[src/rtl/sad_pkg.sv]
// sad_pkg: shared state type, width helper and default
// block geometry for the SAD control and datapath slice.
package sad_pkg;

    // Default block geometry, shared with the datapath
    localparam int N_SAMPLES_DEF = 64;
    localparam int P_DEF = 4;

    typedef enum logic [2:0] {
        IDLE,
        CLR,
        RUN,
        DRAIN,
        LOAD,
        DONE
    } sad_state_t;

    // Address width for a beat count; never narrower than one bit
    function automatic int addr_w(input int beats);
        return (beats > 1) ? $clog2(beats) : 1;
    endfunction

endpackage

[src/rtl/sad_beat_counter.sv]
// sad_beat_counter: beat address counter for one SAD block.
// Wraps to zero on the final accepted beat.
module sad_beat_counter #(
    parameter int ADDR_W = 4,
    parameter int BEATS = 16
) (
    input  logic              clk,
    input  logic              rst,
    input  logic              clear,
    input  logic              inc,
    output logic [ADDR_W-1:0] count,
    output logic              last
);

    localparam logic [ADDR_W-1:0] LAST_BEAT = ADDR_W'(BEATS - 1);

    assign last = inc && (count == LAST_BEAT);

    // Count accepted beats; the final beat returns the count to zero
    always_ff @(posedge clk or negedge rst) begin
        if (!rst) begin
            count <= '0;
        end else if (clear || last) begin
            count <= '0;
        end else if (inc) begin
            count <= count + ADDR_W'(1);
        end
    end

endmodule

[src/rtl/sad_ctrl_param.sv]
// sad_ctrl_param: sequences one SAD block through a memory
// with one-cycle read latency; all strobes are registered.
module sad_ctrl_param
    import sad_pkg::*;
#(
    parameter int N_SAMPLES = N_SAMPLES_DEF,
    parameter int P = P_DEF,
    parameter int CNT_W = 16,
    localparam int BEATS = N_SAMPLES / P,
    localparam int ADDR_W = addr_w(N_SAMPLES / P)
) (
    input  logic              clk,
    input  logic              rst,
    input  logic              start,
    input  logic              mode,
    input  logic              mem_ready,
    input  logic              ack,
    output logic [ADDR_W-1:0] addr,
    output logic              rd_en,
    output logic              clr_sum,
    output logic              en_sum,
    output logic              ld_result,
    output logic              done,
    output logic              busy,
    output logic [CNT_W-1:0]  blk_count
);

    if ((N_SAMPLES % P) != 0 || (N_SAMPLES / P) < 2) begin : g_bad_geometry
        $error("sad_ctrl_param: N_SAMPLES must be a multiple of P with at least two beats");
    end

    sad_state_t state;
    sad_state_t state_nxt;

    logic accepted;
    logic last_beat;

    // rd_en is high exactly while in RUN, so it qualifies acceptance
    assign accepted = rd_en && mem_ready;

    sad_beat_counter #(
        .ADDR_W (ADDR_W),
        .BEATS  (BEATS)
    ) u_beat (
        .clk   (clk),
        .rst   (rst),
        .clear (state == CLR),
        .inc   (accepted),
        .count (addr),
        .last  (last_beat)
    );

    // Next-state decode; inputs outside their owning state are ignored
    always_comb begin
        state_nxt = state;
        unique case (state)
            IDLE:    if (start) state_nxt = CLR;
            CLR:     state_nxt = RUN;
            RUN:     if (last_beat) state_nxt = DRAIN;
            DRAIN:   state_nxt = LOAD;
            LOAD:    state_nxt = DONE;
            DONE:    if (ack) state_nxt = mode ? CLR : IDLE;
            default: state_nxt = IDLE;
        endcase
    end

    // State, registered Moore strobes, en_sum delay and block counter
    always_ff @(posedge clk or negedge rst) begin
        if (!rst) begin
            state     <= IDLE;
            rd_en     <= 1'b0;
            clr_sum   <= 1'b1;
            en_sum    <= 1'b0;
            ld_result <= 1'b0;
            done      <= 1'b0;
            busy      <= 1'b0;
            blk_count <= '0;
        end else begin
            state     <= state_nxt;
            rd_en     <= (state_nxt == RUN);
            clr_sum   <= (state_nxt == IDLE) || (state_nxt == CLR);
            en_sum    <= accepted;
            ld_result <= (state_nxt == LOAD);
            done      <= (state_nxt == DONE);
            busy      <= (state_nxt != IDLE);
            if (state == LOAD) begin
                blk_count <= blk_count + CNT_W'(1);
            end
        end
    end

endmodule

[config.mk]
export PLATFORM = sky130hd
export DESIGN_NAME = sad_ctrl_param
export DESIGN_NICKNAME = d
export VERILOG_FILES = /design/src/rtl/sad_pkg.sv /design/src/rtl/sad_beat_counter.sv /design/src/rtl/sad_ctrl_param.sv
export SDC_FILE = /design/constraint.sdc
export NUM_CORES = 1
export LEC_CHECK = 0
export CAP_MARGIN = 25
export CORE_AREA = 2 2 59 61
export DETAILED_ROUTE_END_ITERATION = 8
export DIE_AREA = 0 0 61 63
export HOLD_SLACK_MARGIN = 0.05
export PLACE_DENSITY = 0.8
export SLEW_MARGIN = 20
export SYNTH_ARGS = -nofsm -noshare
export SYNTH_HDL_FRONTEND = slang
export SYNTH_HIERARCHICAL = 1
export SYNTH_SLANG_ARGS = --single-unit
[constraint.sdc]
create_clock -name clk -period 1.3 [get_ports clk]
set_input_delay 0.195 -clock clk [delete_from_list [all_inputs] [get_ports clk]]
set_output_delay 0.195 -clock clk [all_outputs]
set_load 0.02 [all_outputs]
==> results_dict.tcl <==
set metrics [dict create \
    die_w_microns 61 \
    syn_inst 114 \
    port-buffer-count 31 \
    syn_area_sq_mm 0.00132 \
    rr_worst_depth 5 \
    p_per_area_mw_per_mm2 1710 \
    violations "setup timing" \
    endpoint "blk_count[13]" \
    rows 21 \
    critPathLaunchType "flip-flop" \
    fin_crit_sh 1.06 \
    crit_path_max_fanout 5 \
    muxShareOfSynthArea 0.0162 \
    grt_pass1_vias 1123 \
    drc_errors 0 \
    synth_top_family_by_area "simple AND/OR/NAND/NOR gates" \
    start_util 0.407 \
    relSlewSlack 0.818 \
    r2r_slack_ns -0.08 \
    ys_ff_latch 29 \
    wl_per_cell_microns 12.6 \
    cts_tree "yes" \
    clk_latency_ns 0.33 \
    max_freq_ghz 0.726 \
    synth.distinct_cells 33 \
    dr.pass1.iters 4 \
    hp-class "in -> async" \
    p_total_w 0.00333 \
    ant_nets 0 \
    synth_nets 122 \
    syn_area_per_cell_sq_um 11.5 \
    r2r-end "blk_count[13]" \
    synth-main-ff-cell "dfrtp_1" \
    placed_cells 208 \
    finalHoldViolCount 0 \
    fin_cells 218 \
    multi_input_area_sq_um 627 \
    cp-startpoint "state[0]" \
    setup_viol 5 \
    synth_seq_area_share 0.552 \
    routed_via_density 4.86 \
    tns_ns -0.197 \
    async_flop_share 1.00 \
    clk_pin_slew_ns 0.09 \
    synth_adder_area_share 0.0190 \
    root_buffer "clkbuf_4" \
    routed_wl_microns 2750 \
    fin_crit_ns 1.38 \
    layout_common_cells "19 x buf_4, 17 x dfrtp_1, 11 x dfrtp_2" \
    diodes 0 \
    final_nets 179 \
    first_iter_violations 27 \
    routabilityCongestion 0.775 \
    final_common_cell "buf_4" \
    pre_cts_ws_ns -0.0615 \
    synth_enable_flop_cells 0 \
    worst_pin_slew_ns 0.270 \
    die-area_sq_mm 0.00384 \
    cp.arrival_ns 1.60 \
    area.sequential_sq_um 741 \
    ir_drop_mv 1.19 \
    synth_compound_area_frac 0.0466 \
    p_leak_nw 0.918 \
    grt_usage 0.167 \
    fillCellCount 268 \
    status "finished, violations left" \
    slew_violations 0 \
    grt-ovfl-total 0 \
    rr_startpoint "state[0]" \
    yosys_warnings 6 \
    clk_path_buf_depth 2 \
    finalClockSkew_ns 0.00540 \
    cp.required_ns 1.52 \
    path_class "reg -> reg" \
    synthSimpleGateAreaFrac 0.239 \
    maxCapViolCount 0 \
    grt_pass1_wl_microns 4830 \
    core_region_area_sq_mm 0.00323 \
    ioPinCount 32 \
    antenna_found_initial 0 \
    layout_setup_ws_ns -0.0778 \
    routed-via-count 1060 \
    htreeDepth 2 \
    layout-drive-gt1-share 0.401 \
    grt_max_degree 30 \
    end_kind "flip-flop" \
    cts_hold_buffers 0 \
    hpwl_microns 2000 \
    cts_buffers 5 \
    synth-xor-area-share 0.106 \
    rsz0062_at_grt "true" \
    syn2layout_area_growth_pct 47.5 \
    clock_sinks 29 \
    dieHeight_microns 63 \
]
-- cell type report --
class,instances,area share
Tap cell,46,0.0296
Sequential cell,29,0.381
Clock inverter,1,0.00258
Timing Repair Buffer,52,0.224
Multi-Input combinational cell,80,0.323
Clock buffer,7,0.0335
Inverter,3,0.00580
-- cells in the mapped netlist (2+ instances only) --
library cell / n / share of area
dfrtp_1: 28 / 0.53
nand2_1: 11 / 0.031
nor2_1: 11 / 0.031
xnor2_1: 8 / 0.053
xor2_1: 8 / 0.053
nand3_1: 6 / 0.023
a21oi_1: 5 / 0.019
nand4_1: 4 / 0.019
inv_1: 3 / 0.0086
nor3b_1: 3 / 0.017
and4_1: 2 / 0.013
ha_1: 2 / 0.019
nor3_1: 2 / 0.0076
nor4_4: 2 / 0.032
-- kinds of logic (layout without fill, tap and decap cells) --
| family | count (synthesis) | in the layout |
|---|---|---|
| AOI/OAI and AO/OA | 10 | 10 |
| DFF | 29 | 29 |
| and+or+nand+nor | 50 | 50 |
| xor gates and xnor gates | 16 | 16 |
| buffers and inverters | 5 | 63 |
| adders and majority gates | 2 | 2 |
| muxes | 2 | 2 |
-- sequential cells by signal, summed over array words and instances, names as in the netlist --
register / flops
u_beat/count: 4
rd_en: 1
busy: 1
en_sum: 1
state: 3
done: 1
clr_sum: 1
blk_count: 16
ld_result: 1
-- stage by stage --
| stage | utilization | hold slack, ns | instance area, sq um |
|---|---|---|---|
| final | 0.601 | 0.221 | 1940 |
| after global routing | 0.601 | 0.219 | 1940 |
| after CTS | 0.596 | 0.209 | 1930 |
| after detailed placement | 0.574 | 0.463 | 1860 |
| after global placement | 0.574 | 0.462 | 1860 |
| after floorplan | - | -0.101 | 1350 |
-- repair_timing --
action                                 4_1_cts  5_1_grt
pin swaps                                    6        7
cloned                                       0        0
setup endpoints to repair                   32       25
gates resized for setup                     52       17
endpoints found under the hold margin        0        0
setup buffers                                1        1
-- power by group --
part	total, W	internal, W	switching [W]
clock network	0.000622	0.000313	0.000309
logic	0.00139	0.000652	0.000734
registers	0.00132	0.00114	0.000182
total	0.00333	0.00210	0.00122
-- worst max-delay path, stage by stage (launching register included) --
cell	delay, ns
dfrtp_1	0.39
nand4bb_4	0.30
buf_6	0.18
nor4_4	0.15
nand3_1	0.13
xnor2_1	0.13
-- routing by layer --
layer | wire, microns | track usage | vias to the layer above
li1 | - | - | 509
met1 | 1160 | 0.193 | 513
met2 | 1410 | 0.282 | 31
met3 | 130 | 0.0414 | 7
met4 | 55 | 0.0734 | 0
met5 | 0 | 0 | -
-- worst min-delay path by stage --
stage,startpoint,to,cells past startpoint
finish,rst,blk_count[14],2
global route,rst,busy,2
CTS,rst,state[0],2
detailed placement,blk_count[15],blk_count[15],1
global placement,blk_count[15],blk_count[15],1
floorplan,rst,blk_count[0],0
No activity file was read; power rests on OpenSTA's default activity.
